**config.mk**
```make
export PLATFORM = sky130hd
export DESIGN_NAME = demux_1to16
export DESIGN_NICKNAME = d
export VERILOG_FILES = /design/src/rtl/demux_pkg.sv /design/src/rtl/demux_chreg.sv /design/src/rtl/demux_1to16.sv
export SDC_FILE = /design/constraint.sdc
export NUM_CORES = 1
export LEC_CHECK = 0
export BUFFER_PORTS_ARGS = -buffer_cell sky130_fd_sc_hd__buf_2
export CAP_MARGIN = 20
export CORE_ASPECT_RATIO = 0.7
export CORE_UTILIZATION = 40
export DETAILED_ROUTE_END_ITERATION = 8
export MAX_ROUTING_LAYER = met4
export SYNTH_ARGS = -nofsm -noshare
export SYNTH_HDL_FRONTEND = slang
export SYNTH_HIERARCHICAL = 1
export SYNTH_SLANG_ARGS = --single-unit
```
**constraint.sdc**
```tcl
create_clock -name clk -period 2.4 [get_ports clk]
set_input_delay 0.12 -clock clk [delete_from_list [all_inputs] [get_ports clk]]
set_output_delay 0.12 -clock clk [all_outputs]
set_load 0.02 [all_outputs]
```
**src/rtl/demux_pkg.sv**
```systemverilog
// Shared constants and FSM state type for the 1-to-16 demultiplexer.
package demux_pkg;

    localparam int unsigned NUM_CH = 16;
    localparam int unsigned DATA_W = 16;
    localparam int unsigned CH_W   = 4;

    typedef enum logic {
        IDLE  = 1'b0,
        CLEAR = 1'b1
    } state_e;

endpackage

```
**src/rtl/demux_chreg.sv**
```systemverilog
// One demux channel: data register with load, synchronous clear and async reset.
module demux_chreg
    import demux_pkg::*;
#(
    parameter int unsigned WIDTH = DATA_W
) (
    input  logic             clk,
    input  logic             rst,
    input  logic             load_i,
    input  logic             clr_i,
    input  logic [WIDTH-1:0] d_i,
    output logic [WIDTH-1:0] q_o
);

    logic [WIDTH-1:0] data_q;
    logic [WIDTH-1:0] data_d;

    always_comb begin
        data_d = data_q;
        if (clr_i) begin
            data_d = '0;
        end else if (load_i) begin
            data_d = d_i;
        end
    end

    always_ff @(posedge clk or posedge rst) begin
        if (rst) begin
            data_q <= '0;
        end else begin
            data_q <= data_d;
        end
    end

    assign q_o = data_q;

endmodule

```
**src/rtl/demux_1to16.sv**
```systemverilog
// 1-to-16 registered demultiplexer with auto-increment pointer and sequential clear.
// Optional macro DEMUX_WRITTEN_FLAGS_EN adds per-channel written flags and all_written.
module demux_1to16
    import demux_pkg::*;
(
    input  logic              clk,
    input  logic              res,
    input  logic [DATA_W-1:0] in,
    input  logic [CH_W-1:0]   sel,
    input  logic              wr_en,
    input  logic              auto,
    input  logic              clr,
    output logic [DATA_W-1:0] outA,
    output logic [DATA_W-1:0] outB,
    output logic [DATA_W-1:0] outC,
    output logic [DATA_W-1:0] outD,
    output logic [DATA_W-1:0] outE,
    output logic [DATA_W-1:0] outF,
    output logic [DATA_W-1:0] outG,
    output logic [DATA_W-1:0] outH,
    output logic [DATA_W-1:0] outI,
    output logic [DATA_W-1:0] outJ,
    output logic [DATA_W-1:0] outK,
    output logic [DATA_W-1:0] outL,
    output logic [DATA_W-1:0] outM,
    output logic [DATA_W-1:0] outN,
    output logic [DATA_W-1:0] outO,
    output logic [DATA_W-1:0] outP,
    output logic              ready,
    output logic [CH_W-1:0]   ptr,
    output logic              frame_done
`ifdef DEMUX_WRITTEN_FLAGS_EN
    ,
    output logic [NUM_CH-1:0] written,
    output logic              all_written
`endif
);

    state_e            state_q, state_d;
    logic [CH_W-1:0]   ptr_q, ptr_d;
    logic [CH_W-1:0]   clr_idx_q, clr_idx_d;
    logic              frame_done_q, frame_done_d;
    logic              wr_acc;
    logic [CH_W-1:0]   dest;
    logic [NUM_CH-1:0] ch_load;
    logic [NUM_CH-1:0] ch_clr;
    logic [DATA_W-1:0] ch_q [NUM_CH];

    // clr wins over a simultaneous write, so a write is only accepted when clr is low
    assign wr_acc = (state_q == IDLE) && wr_en && !clr;
    assign dest   = auto ? ptr_q : sel;

    always_comb begin
        state_d      = state_q;
        ptr_d        = ptr_q;
        clr_idx_d    = clr_idx_q;
        frame_done_d = 1'b0;
        unique case (state_q)
            IDLE: begin
                if (clr) begin
                    state_d   = CLEAR;
                    clr_idx_d = '0;
                end else if (wr_en && auto) begin
                    ptr_d        = ptr_q + CH_W'(1);
                    frame_done_d = (ptr_q == CH_W'(NUM_CH - 1));
                end
            end
            CLEAR: begin
                clr_idx_d = clr_idx_q + CH_W'(1);
                if (clr_idx_q == CH_W'(NUM_CH - 1)) begin
                    state_d = IDLE;
                    ptr_d   = '0;
                end
            end
            default: state_d = IDLE;
        endcase
    end

    always_ff @(posedge clk or posedge res) begin
        if (res) begin
            state_q      <= IDLE;
            ptr_q        <= '0;
            clr_idx_q    <= '0;
            frame_done_q <= 1'b0;
        end else begin
            state_q      <= state_d;
            ptr_q        <= ptr_d;
            clr_idx_q    <= clr_idx_d;
            frame_done_q <= frame_done_d;
        end
    end

    for (genvar n = 0; n < NUM_CH; n++) begin : g_ch
        assign ch_load[n] = wr_acc && (dest == CH_W'(n));
        assign ch_clr[n]  = (state_q == CLEAR) && (clr_idx_q == CH_W'(n));

        demux_chreg #(
            .WIDTH(DATA_W)
        ) u_chreg (
            .clk    (clk),
            .rst    (res),
            .load_i (ch_load[n]),
            .clr_i  (ch_clr[n]),
            .d_i    (in),
            .q_o    (ch_q[n])
        );
    end

`ifdef DEMUX_WRITTEN_FLAGS_EN
    logic [NUM_CH-1:0] written_q, written_d;

    always_comb begin
        written_d = written_q;
        for (int unsigned i = 0; i < NUM_CH; i++) begin
            if (ch_clr[i]) begin
                written_d[i] = 1'b0;
            end else if (ch_load[i]) begin
                written_d[i] = 1'b1;
            end
        end
    end

    always_ff @(posedge clk or posedge res) begin
        if (res) begin
            written_q <= '0;
        end else begin
            written_q <= written_d;
        end
    end

    assign written     = written_q;
    assign all_written = &written_q;
`endif

    assign ready      = (state_q == IDLE);
    assign ptr        = ptr_q;
    assign frame_done = frame_done_q;

    assign outA = ch_q[0];
    assign outB = ch_q[1];
    assign outC = ch_q[2];
    assign outD = ch_q[3];
    assign outE = ch_q[4];
    assign outF = ch_q[5];
    assign outG = ch_q[6];
    assign outH = ch_q[7];
    assign outI = ch_q[8];
    assign outJ = ch_q[9];
    assign outK = ch_q[10];
    assign outL = ch_q[11];
    assign outM = ch_q[12];
    assign outN = ch_q[13];
    assign outO = ch_q[14];
    assign outP = ch_q[15];

endmodule
```
# After elaboration in Yosys (flattened, before gate mapping)
# Cells that the tools add are included.
# Widths: inputs -> output; s select.
[word_totals]
ff_bits = 266
inputBits = 25
output_inout_bits = 262
wordCells = 158
[classes]
addsub = 2
n_eq_ne = 35
muxes = 45
bitwise = 1
n_reduce_logical = 55
[op_table]
columns = ["cell", "count"]
rows = [
  ["$mux 16", 32],
  ["$eq 4x4->1 const B", 17],
  ["$logic_and 1x1->1", 35],
  ["$eq 4x3->1 const B", 8],
  ["$reduce_bool 2->1", 16],
  ["$mux 4", 5],
  ["$eq 4x2->1 const B", 4],
  ["$pmux 4 s2", 2],
  ["$add 4x1->4 const B", 2],
  ["$eq 4x1->1 const B", 2],
  ["$logic_not 4->1", 2],
  ["$mux 1", 5],
  ["$ne 2x1->1 const B", 2],
  ["$ne 2x2->1 const B", 2],
  ["$reduce_and 3->1", 1],
  ["$pmux 1 s2", 1],
  ["$logic_not 1->1", 1],
  ["$not 1->1", 1],
]

# Logic depth before layout (Yosys ltp)
# Gate-level depths: netlist of the first run.
[depth]
depth_word = 6
mapped_depth = 8
depth_no_buf = 5

# Hierarchy
# Netlist of the first run, hierarchy kept.
[modules_own_cells]
columns = ["module", "instances", "cells_each", "area_per_inst_um2", "seq_area_each_um2"]
rows = [
  ["demux_chreg", 16, 53, 664.4, 400.4],
  ["demux_1to16", 1, 117, 848.3, 250.2],
]

# Worst setup path after synthesis of the first run
# OpenSTA, ideal clock, no wires.
[synth_timing]
kind = "reg-to-reg"
startpoint = "register ptr_q[2], in the netlist ptr[2]"
endpoint = "register g_ch[1].u_chreg.data_q[10]"
setup_ns = 0.121
t_arrival_ns = 1.601
required_ns = 2.279
path_slack_ns = 0.678
stages_incl_launch_ff = 9
path_buffers = 3
period_less_slack_ns = 1.722
path_cell_list = "dfrtp_1 buf_1 nor2_1 a21oi_1 nor3_1 buf_6 buf_12 mux2i_1 nor2_1"
[synth_via]
elab_chain_cells = 4
[synth_rtl]
columns = ["item", "line_no", "text"]
rows = [
  ["from (decl)", "demux_1to16.sv:40", "logic [CH_W-1:0] ptr_q, ptr_d;"],
  ["from (signal assigned)", "demux_1to16.sv:87", "ptr_q <= ptr_d;"],
  ["$mux 4", "demux_1to16.sv:51", "assign dest = auto ? ptr_q : sel;"],
  ["$eq 4x1->1", "demux_1to16.sv:94", "assign ch_load[n] = wr_acc && (dest == CH_W'(n));"],
  ["$logic_and 1x1->1", "demux_1to16.sv:94", ""],
  ["via ch_load[1]", "demux_1to16.sv:45", "logic [NUM_CH-1:0] ch_load;"],
  ["$reduce_bool 2->1 (no line)", "-", ""],
  ["to (signal assigned)", "demux_chreg.sv:31", "data_q <= data_d;"],
  ["to (decl)", "demux_chreg.sv:15", "logic [WIDTH-1:0] data_q;"],
]
# The timed path passes the listed nets, and every way through them passes these cells.
# A chain may end at the register's enable or synchronous reset.

# Worst setup path in the final report of the first run
[layout_timing]
startpoint = "register ptr_q[1], in the netlist ptr[1]"
endpoint = "register g_ch[4].u_chreg.data_q[10]"
[layout_via]
elab_chain_cells = 4
[layout_rtl]
columns = ["item", "line_no"]
rows = [
  ["$mux 4", "demux_1to16.sv:51"],
  ["$eq 4x3->1", "demux_1to16.sv:94"],
  ["$logic_and 1x1->1", "demux_1to16.sv:94"],
  ["via ch_load[4]", "demux_1to16.sv:45"],
  ["$reduce_bool 2->1 (no line)", "-"],
  ["to (signal assigned)", "demux_chreg.sv:31"],
  ["to (decl)", "demux_chreg.sv:15"],
]
# The timed path passes the listed nets, and every way through them passes these cells.

==> results.txt, run 1 <==
- The cell count after synthesis came out at 965.
- Routed WL: 35260 um
* Nature of the critical path startpoint: flop
* Nets@finish: 1278
* Share of the synthesized netlist area taken by xor and xnor gates: 0
* Final antenna-violating net count: 0
* Hold Path Cell Cnt: 3
- Launch instance of the worst min-delay path: auto
- Vias in the first global route: 7809
* Wire length of the first global-routing pass: 51340 um
* DRC violations left: 0
- Setup repair after global routing left no endpoint under its margin.
- In the routed layout, each cell is associated on average with a via count of 5.011.
* Chip Width: 204.5 um
- For hold timing, the worst endpoint is frame_done.
* Dominant combinational cell family by area after synthesis: multiplexers
- For this run, asynchronously set or reset flops after synthesis account for 1.000.
- Post-synth top area cell: sky130_fd_sc_hd__dfrtp_1
- Skew-Pair Late Insertion Delay: 0.55 ns
* Post-synthesis area per instance: 11.89 um2
* Worst R2R End: g_ch[4].u_chreg/q_o[10]
- Total Routing Usage GR: 0.2439
- Hold Buf Count CTS: 3
- The die covers 0.02939 mm2.
- Dividing the final minimum period by the clock period gives 0.8384.
- The slowest stage of the critical path belongs to the cell sky130_fd_sc_hd__dfrtp_1.
* Buffer cell driving the clock tree root: sky130_fd_sc_hd__clkbuf_16
- Counting I/O delays and the setup requirement, the final critical path takes 2.012 ns.
- 0 antenna diodes ended up in the layout.
- Setup violations remaining at the end of the flow were counted as 0.
- Port Buf Inserts: 286
* Path depth of the worst reg2reg path: 6
- The routed layout has 8223 vias.
- In this design, the critical path's most frequently occurring cell is sky130_fd_sc_hd__mux2i_1.
* Cells along the critical path: mux2i_1, nand3_1, nor2_2, buf_4, mux2i_1, nor2_1
- For this run, the slowest stage of the critical path takes 0.46 ns.
- The worst pin sits at a relative slew slack of 0.5284.
- For this run, the number of Yosys warnings is 6.
- Max frequency: 497.0 MHz
- STA puts the critical path data arrival time at 2.44 ns.
- Clock net sink count: 266
* Run status: completed
- CTS built an H-tree with a depth of 1.
* Height of the chip: 143.7 um
- Yosys mapped a number of flops with a built-in enable equal to 0.
- The path class of the tightest hold or removal check is input pin to flop.
* Top FF cell, synth: sky130_fd_sc_hd__dfrtp_1
- For this run the aggregate overflow at the end of global routing stands at 0.
- Of the cells placed in the final design, the portion with a size suffix greater than 1 is 0.3024.
- Of the total synthesized cell area, the portion taken by full adders, half adders and majority gates is 0.005450.
* Mux contribution to synthesized area: 0.2269
* CP Depth: 6
* Global routing usage on met1: 0.3537
* Synthesized-area fraction occupied by ao, oa, aoi and oai cells: 0.009701
* Num CTS Buffers: 28
* Leakage power summed over all cells: 0.007406 uW
- The layout has 2598 filler cells.
- After legalization and detailed placement, the total HPWL measured 22640 um.
- STA puts the critical path data required time at 2.83 ns.
* Final hold violation count: 0
- The share of the Yosys chip area taken by registers is 0.5799.
- Across the VDD grid, the largest voltage drop is 0.4928 mV.
- Placeable core region: 0.02801 mm2
- Maximum number of pins on one net before global-route repair: 19
- At the pin with the least slew margin, the transition time is 0.7041 ns.
* Area growth syn-to-layout: 21.53%
* Deepest clock path buffer count: 3
* Minimum setup slack among reg-to-reg paths: 0.39 ns
* Number of setup buffers added after CTS: 0
* Final TNS setup: 0 ns
* CP delay by family, top: simple AND/OR/NAND/NOR gates
* Count of different cell masters after synthesis: 33
- Post-synthesis instance area: 0.01148 mm2
* Drt first-iter violations: 372
* Clock tree from TritonCTS: built
* Buffer and inverter count on the worst path: 1
* Synthesized netlist net count: 995
* Antenna violations before repair: 0
- Placement Rows: 51
* PD cells: 815.3 mW/mm2
* Max-cap viol count: 0
- Detailed-route wire length per cell: 21.49 um
* Global placement routability congestion: 0.8161
- Before CTS, the worst setup slack after placement is 0.3927 ns.
- Flip-flop and latch count after synthesis: 266
- GR Util met3: 0.06599
* Area share of the largest cell type after synthesis: 0.5799
- The worst setup path is of the flop to flop kind.
- GR met2 Demand/Resource: 0.3442
- Number of ports placed on the die boundary: 287
- Worst clock skew on the final layout: 0.01419 ns
- The count of pins over their slew limit came to 0.
- Worst R2R Start: ptr[1]
- Starting Density: 0.4098
- Gates resized, CTS repair: 0
- STA classifies the critical path endpoint as a flop.
* Setup ws final: 0.3879 ns
* Most area-consuming cells after synthesis: sky130_fd_sc_hd__dfrtp_1 58%, sky130_fd_sc_hd__mux2i_1 22%, sky130_fd_sc_hd__nor2_1 9.5%
- Largest fanout of any net on the critical path: 16
- Post-synthesis simple-gate area fraction: 0.1131
- Reg clk slew, reported paths: 0.06 ns
- After global routing, the most crowded layer is met1.
- Iteration count of the initial detailed-routing pass: 4
## sequential cells by signal, indices dropped and copies added, names as in the netlist
name	flops
clr_idx_q	4
ptr	4
state_q	1
frame_done	1
g_ch.u_chreg/q_o	256
## per-layer routing
metal  share of wire  vias to the layer above  wire (um)
met5               0                        -          0
met1            0.49                     4172      17200
met4           0.014                        0        487
li1                -                     3756          -
met3           0.071                       42       2506
met2            0.43                      253      15070
## worst max-delay path by stage
stage,startpoint,end,slack (ns)
5_1_grt,ptr[1],g_ch[4].u_chreg/q_o[10],0.23
3_3_place_gp,state_q,g_ch[2].u_chreg/q_o[5],0.46
6_report,ptr[1],g_ch[4].u_chreg/q_o[10],0.39
2_1_floorplan,ptr[2],g_ch[1].u_chreg/q_o[10],0.68
4_1_cts,ptr[1],g_ch[4].u_chreg/q_o[10],0.38
3_5_place_dp,ptr[1],g_ch[4].u_chreg/q_o[14],0.39
## tightest hold or removal path: cells and delay by family
kind,cells,cell delay [ns]
buffers and inverters,1,0.19
and+or+nand+nor,2,0.30
## cell type report
type / count / area (um2) / area share
sequential: 266 / 6656 / 0.4772
clock inverter: 10 / 83.83 / 0.006010
inverter: 23 / 86.33 / 0.006189
timing repair buffer: 321 / 1702 / 0.1220
multi-input combinational: 608 / 4123 / 0.2955
clock buffer: 42 / 834.6 / 0.05983
tap: 371 / 464.2 / 0.03328
## placed cells by master, fill, tap and decap left out, drive strengths merged, types with 3 or more instances in the layout
cell / count
buf: 318
nor2: 291
dfrtp: 266
mux2i: 258
clkbuf: 42
inv: 24
nand2: 13
nand3: 7
clkinv: 6
nand2b: 5
ha: 5
o21ai: 4
dlygate4sd3: 3
a21oi: 3
nor3: 3
## cell usage after synthesis, types with 2 or more instances
cell type	instances
sky130_fd_sc_hd__nand2_1	13
sky130_fd_sc_hd__mux2i_1	258
sky130_fd_sc_hd__nand3_1	7
sky130_fd_sc_hd__nand2b_1	5
sky130_fd_sc_hd__nor2_1	291
sky130_fd_sc_hd__dfrtp_1	266
sky130_fd_sc_hd__ha_1	5
sky130_fd_sc_hd__buf_1	17
sky130_fd_sc_hd__o21ai_0	4
sky130_fd_sc_hd__buf_2	18
sky130_fd_sc_hd__a21oi_1	2
sky130_fd_sc_hd__buf_6	16
sky130_fd_sc_hd__inv_1	23
sky130_fd_sc_hd__mux2_2	2
sky130_fd_sc_hd__nor2b_1	2
sky130_fd_sc_hd__buf_12	16
sky130_fd_sc_hd__a21o_1	2
sky130_fd_sc_hd__nor3_1	3
## cell families after synthesis
family | count (synthesis)
AO/OA/AOI/OAI | 16
AND/OR/NAND/NOR | 327
adder cells (fa/ha/maj) | 5
multiplexers | 260
flip-flops | 266
buffers and inverters | 91
## report_power, final
group / internal [uW] / switching, uW / total, uW
Clock: 2510 / 1810 / 4320
Combinational: 569 / 1460 / 2030
Sequential: 4790 / 227 / 5020
## through the flow
stage | hold slack, ns | cell area, um2 | std cells | power, uW | util
finish | 0.1132 | 13950 | 1641 | 11370 | 0.4980
global placement | 0.4149 | 13000 | 1586 | 7113 | 0.4641
detailed placement | 0.4144 | 13000 | 1586 | 7135 | 0.4641
global route | 0.1279 | 13950 | 1641 | 11910 | 0.4980
floorplan | -0.03982 | 11480 | 965 | 6302 | -
CTS | 0.08855 | 13950 | 1641 | 11500 | 0.4980
Power figures use the tool's default switching activity.
==> run 2: changes to the inputs <==
Clock period 2.4 ns to 2.1 ns, I/O delays scaled along.
==> run 2 against run 1 <==
Non-clock buffer count stayed put. Design area rose by 1.7%. Critical path depth unchanged. First-iteration DRC count up 4.6%. Core utilization grew 0.85 points. Via count shrank 1.5%. Critical path type unchanged. Hold slack gained 0.0069 ns. Sequential power rose by 14%. Maximum frequency rose by 8.5%. Register-to-register slack lost 0.14 ns. Total power up 16%. Critical endpoint is now g_ch[4].u_chreg/q_o[15]. Wire length down 1.4%.
==> results.txt, run 2 (synthesis results as in run 1) <==
- RSZ-0062 raised after global routing: false
* Max VDD drop: 0.5314 mV
* Placed cell count: 1586
* End of the worst hold path: frame_done
- The count of endpoints failing hold in the final timing report came to 0.
- Starting Density: 0.4098
- The count of pins over their slew limit came to 0.
- Placeable core region: 0.02801 mm2
- Global route total overflow: 0
- Hold Path Cell Cnt: 3
* Clock net sink count: 266
- CP delay by family, top: simple AND/OR/NAND/NOR gates
- Design Power: 13140 uW
* Global placement routability congestion: 0.8395
* Clock tree from TritonCTS: built
* Final non-filler cell area: 0.01419 mm2
* Placed inst area: 0.01319 mm2
- Most common library cell in the layout ignoring fill and taps: sky130_fd_sc_hd__buf_2
- For this design the ratio of total power to cell area is 926.2 mW/mm2.
- Worst clock skew on the final layout: 0.01393 ns
- Clock tree synthesis selected as its root buffer the cell sky130_fd_sc_hd__clkbuf_16.
- The via count of the first global-routing pass is 7934.
- In this run the worst hold path is classified as input pin to flop.
- Area growth syn-to-layout: 23.61%
- The worst register-to-register path begins at state_q.
- Reg clk slew, reported paths: 0.06 ns
* Routed WL: 34770 um
* Total Routing Usage GR: 0.2409
- Number of ports placed on the die boundary: 287
- Height of the chip: 143.7 um
* Iteration count of the initial detailed-routing pass: 4
- Entering global routing, the biggest net connects 19 pins.
- Number of setup violations in the final report: 0
- For this run, the top clock speed supported by timing is 539.0 MHz.
- The detailed router finished its first iteration with 389 violations.
- Launch instance of the worst min-delay path: auto
- Worst rel slew slack: 0.5470
* DRC violations left: 0
- The detail route stage leaves a number of antenna-violating nets equal to 0.
* Num CTS Buffers: 28
- Clock latency on the worst-skew pair, taken at its later pin, is 0.54 ns.
- H-tree levels: 1
* Cells along the critical path: nor3b_4, nand3_1, nor2_2, buf_12, mux2i_1, nor2_1
- Largest fanout of any net on the critical path: 16
* Post-route fraction of the period consumed by the critical path: 0.8835
- The worst setup path is of the flop to flop kind.
- Worst-path cell with the longest stage delay: sky130_fd_sc_hd__dfrtp_1
- Worst Setup End Kind: flop
- Of the cells placed in the final design, the portion with a size suffix greater than 1 is 0.3052.
- In the final design database the tool counted 1278 nets.
* Placement Rows: 51
- The die covers 0.02939 mm2.
* Buffer and inverter count on the worst path: 1
- The worst path needs 1.855 ns of the cycle, external delays included.
* Nature of the critical path startpoint: flop
- For flop-to-flop paths, the worst setup slack is 0.24 ns.
- Deepest clock path buffer count: 3
* Slowest Stage Delay on Critical Path: 0.41 ns
- The top cell types in the final layout, fill and taps aside, are 286 x sky130_fd_sc_hd__buf_2, 277 x sky130_fd_sc_hd__nor2_1, 266 x sky130_fd_sc_hd__dfrtp_1.
- The first global-routing pass estimated 50660 um of wire.
- The analysis attributes to cell leakage a power of 0.007470 uW.
- The number of cells on the worst reg-to-reg path is 6.
- Once layout is complete, the utilization of the core stands at 0.5065.
- After legalization and detailed placement, the total HPWL measured 22460 um.
* Number of flip-flops in the largest register: 256
* Max-cap viol count: 0
* Worst R2R End: g_ch[4].u_chreg/q_o[15]
- Data arrival time of the worst path: 2.28 ns
- Run status: completed
- The routed layout has 8099 vias.
- Required @ worst endpoint: 2.53 ns
- Port Buf Inserts: 286
- The die is 204.5 um wide.
* Vias/cell: 4.932
- Non-filler instance count after layout: 1642
* Antenna violations before repair: 1
* Detailed-route wire length per cell: 21.17 um
- Slew @ Worst Pin: 0.6788 ns
* Final TNS setup: 0 ns
[run 2: changes by cell type in the layout (fill, tap and decap cells not counted), moves of 2 or more]
cell,before,now
sky130_fd_sc_hd__buf_12,0,15
sky130_fd_sc_hd__clkbuf_8,6,8
sky130_fd_sc_hd__clkinv_4,0,2
sky130_fd_sc_hd__buf_4,32,17
sky130_fd_sc_hd__clkbuf_1,7,3
sky130_fd_sc_hd__diode_2,0,3
[run 2: repair_timing]
item                       in CTS  in global routing
hold endpoints to repair      270                  0
setup endpoints to repair       0                  1
resized for setup               0                  1
hold buffers                    3                  0
buffers inserted                0                  0
[run 2: final cells by class]
class	count	area [um2]
multi-input cells	608	4128
fillers	2590	13820
flip-flops and latches	266	6656
inverters	23	86.33
clock inverters	10	110.1
repair buffers	321	1889
well taps	371	464.2
clock buffers	40	847.1
diodes	3	7.507
[run 2: through the flow]
step / setup slack [ns] / hold slack, ns
after floorplan: 0.3779 / -0.05482
after global placement: 0.2970 / 0.3966
after detailed placement: 0.2266 / 0.3991
after CTS: 0.1969 / 0.08938
after global routing: 0.06100 / 0.1391
final: 0.2447 / 0.1201
[run 2: worst max path at each step]
stage / slack [ns] / cells past startpoint / to / startpoint
global route: 0.06 / 6 / g_ch[4].u_chreg/q_o[8] / state_q
CTS: 0.20 / 6 / g_ch[2].u_chreg/q_o[15] / state_q
global placement: 0.30 / 6 / g_ch[6].u_chreg/q_o[11] / state_q
finish: 0.24 / 6 / g_ch[4].u_chreg/q_o[15] / state_q
floorplan: 0.38 / 8 / g_ch[1].u_chreg/q_o[10] / ptr[2]
detailed placement: 0.23 / 6 / g_ch[2].u_chreg/q_o[15] / state_q
[run 2: per-layer routing]
layer,vias to the layer above,GRT usage,part of all wire
met5,-,-,0
met4,0,0.03888,0.010
met3,33,0.05556,0.069
met2,254,0.3472,0.43
met1,4057,0.3489,0.49
li1,3755,-,-
[run 2: worst min-delay path: stages]
cell                        delay (ns)
sky130_fd_sc_hd__buf_2            0.19
sky130_fd_sc_hd__nand4bb_1        0.25
sky130_fd_sc_hd__nor2_1           0.08
[run 2: power by group]
group / internal, uW / switching (uW)
Sequential: 5480 / 259
Clock: 3040 / 2050
Combinational: 653 / 1670
==> run 3: changes to the inputs <==
Clock period 2.1 ns to 2.3 ns, I/O delays scaled along.
==> run 3 against run 2 <==
Sequential cell count unchanged. First-iteration DRC count up 13%. Critical endpoint is now g_ch[4].u_chreg/q_o[1]. Clock power is 7.5% lower. Wire length is 1.2% higher. Non-clock buffer count did not move. Total power fell by 8.2%. Combinational power down 9.1%. Largest power group unchanged. Via count rose by 0.27%.
==> results.txt, run 3 (synthesis results as in run 1) <==
- Final hold violation count: 0
- Gates resized, CTS repair: 0
- STA classifies the critical path endpoint as a flop.
* Buffer cell driving the clock tree root: sky130_fd_sc_hd__clkbuf_16
- For this run, design rule violations remaining after detail routing come to 0.
* Num CTS Buffers: 28
- H-tree levels: 1
* Antenna cells: 0
- Leakage power summed over all cells: 0.007437 uW
- Clock latency on the worst-skew pair, taken at its later pin, is 0.55 ns.
- The path with the worst hold slack has its endpoint at frame_done.
* Fill count: 2627
- Max-cap viol count: 0
- The floorplan step set the die height to 143.7 um.
- Clock-pin slew was measured on the worst setup and hold paths at 0.06 ns.
- In the layout the commonest cells are 286 x sky130_fd_sc_hd__buf_2, 277 x sky130_fd_sc_hd__nor2_1, 266 x sky130_fd_sc_hd__dfrtp_1.
- Worst-path cell with the longest stage delay: sky130_fd_sc_hd__dfrtp_1
- Total Routing Usage GR: 0.2415
- The tightest min-delay check is of the input pin to flop type.
* Hold Path Cell Cnt: 3
- The die covers 0.02939 mm2.
- After routing, the total negative slack on setup checks comes to 0 ns.
* Slew @ Worst Pin: 0.7167 ns
- Global route total overflow: 0
- Number of flip-flops in the largest register: 256
- Placeable core region: 0.02801 mm2
- The worst register-to-register path begins at ptr[1].
- Counting I/O delays and the setup requirement, the final critical path takes 1.974 ns.
* Wire length of the first global-routing pass: 50920 um
- Ratio of cells with drive above 1 in the final layout: 0.3050
* PD cells: 861.7 mW/mm2
- Vias in the first global route: 7804
- Worst clock skew on the final layout: 0.009348 ns
- Run status: completed
- Clock net sink count: 266
- The number of antenna violations at the first check in global routing came to 0.
- The worst pin sits at a relative slew slack of 0.5222.
- Dividing the detail-routed wire length by the instance count gives 21.45 um.
- For this run, the top clock speed supported by timing is 506.6 MHz.
- Routed WL: 35180 um
* Overall via count from detail_route: 8121
- Final core utilization: 0.4997
* Cells along the critical path: mux2i_1, nand3_1, nor2_2, buf_4, mux2i_1, nor2_1
- Chip Width: 204.5 um
- Port Buf Inserts: 286
- The longest clock path from root to sink contains 3 buffers.
* Clock tree from TritonCTS: built
- Along the worst path, the maximum fanout reaches 16.
- The largest single stage delay on the critical path is 0.45 ns.
- Final antenna-violating net count: 0
- STA puts the critical path data arrival time at 2.40 ns.
- In this run the critical register-to-register path is captured at g_ch[4].u_chreg/q_o[1].
- Crit path top cell by count: sky130_fd_sc_hd__mux2i_1
* Number of setup buffers added after CTS: 0
- Nature of the critical path startpoint: flop
- Entering global routing, the biggest net connects 19 pins.
* RSZ-0062 raised after global routing: false
- For the worst flop-to-flop path, the logic depth is 6.
* CP delay by family, top: simple AND/OR/NAND/NOR gates
* Launch instance of the worst min-delay path: auto
- Buffer and inverter count on the worst path: 1
- Number of setup violations in the final report: 0
- The setup check on the worst reg-to-reg path leaves a slack of 0.33 ns.
- For this configuration, the core starts out at a cell density of 0.4098.
- Pin placement for this block handled 287 I/O pins.
- Of the available clock period, the critical path in the final layout requires 0.8583.
* Crit Path Category: flop to flop
- The count of pins over their slew limit was 0.
* Max VDD drop: 0.5090 mV
* Placement Rows: 51
- Iteration count of the initial detailed-routing pass: 5
* Global placement routability congestion: 0.8086
- In this run, post-CTS hold repair placed 3 buffers.
* Drt first-iter violations: 439
* Vias/cell: 4.952
* Nets@finish: 1278
* Area growth syn-to-layout: 21.95%
- Most common library cell in the layout ignoring fill and taps: sky130_fd_sc_hd__buf_2
* Required @ worst endpoint: 2.73 ns
- HPWL reported at the end of detailed placement: 22690 um
==> run 3: changes by cell type in the layout (fill, tap and decap cells not counted), moves of 2 or more <==
| cell | previous run | this run |
|---|---|---|
| sky130_fd_sc_hd__buf_12 | 15 | 0 |
| sky130_fd_sc_hd__buf_4 | 17 | 32 |
| sky130_fd_sc_hd__clkinv_4 | 2 | 0 |
| sky130_fd_sc_hd__diode_2 | 3 | 0 |
==> run 3: power breakdown <==
part | switching, uW | internal, uW
registers | 236 | 5000
logic | 1520 | 593
clock network | 1900 | 2810
total | 3660 | 8400
==> run 3: how the worst max path moves through the flow <==
stage                              endpoint  slack, ns    from  cells past startpoint
finish               g_ch[4].u_chreg/q_o[1]       0.33  ptr[1]                      6
CTS                  g_ch[4].u_chreg/q_o[0]       0.31  ptr[1]                      6
floorplan           g_ch[1].u_chreg/q_o[10]       0.58  ptr[2]                      8
global route         g_ch[4].u_chreg/q_o[8]       0.12  ptr[1]                      6
detailed placement   g_ch[4].u_chreg/q_o[3]       0.32  ptr[1]                      6
global placement    g_ch[4].u_chreg/q_o[15]       0.33  ptr[1]                      6
==> run 3: cell type report <==
type | instances | area (um2) | share of cell area
multi-input combinational | 608 | 4123 | 0.2945
tap | 371 | 464.2 | 0.03316
clock inverter | 10 | 106.4 | 0.007597
inverter | 23 | 86.33 | 0.006167
clock buffer | 41 | 860.8 | 0.06149
sequential | 266 | 6656 | 0.4755
timing repair buffer | 321 | 1702 | 0.1216
==> run 3: worst register-to-register path, delay by kind of cell, from the launching register on <==
| family | cells | cell delay (ns) |
|---|---|---|
| simple gates | 3 | 0.56 |
| mux | 2 | 0.55 |
| flops | 1 | 0.45 |
| buf+inv | 1 | 0.31 |
==> run 3: metal layers <==
metal / vias up / wire length (um) / track usage
li1: 3736 / - / -
met1: 4114 / 17160 / 0.3544
met2: 247 / 15200 / 0.3392
met3: 24 / 2522 / 0.06304
met4: 0 / 297 / 0.03299
met5: - / 0 / -
==> run 3: metrics by stage <==
stage	instances	area (um2)	hold WS [ns]	setup slack, ns	power [uW]
3_5_place_dp	1586	13000	0.3995	0.3210	7442
6_report	1640	14000	0.09931	0.3260	12060
5_1_grt	1640	14000	0.1136	0.1176	12590
3_3_place_gp	1586	13000	0.4046	0.3282	7421
4_1_cts	1640	14000	0.06945	0.3054	12200
2_1_floorplan	965	11480	-0.04482	0.5779	6576
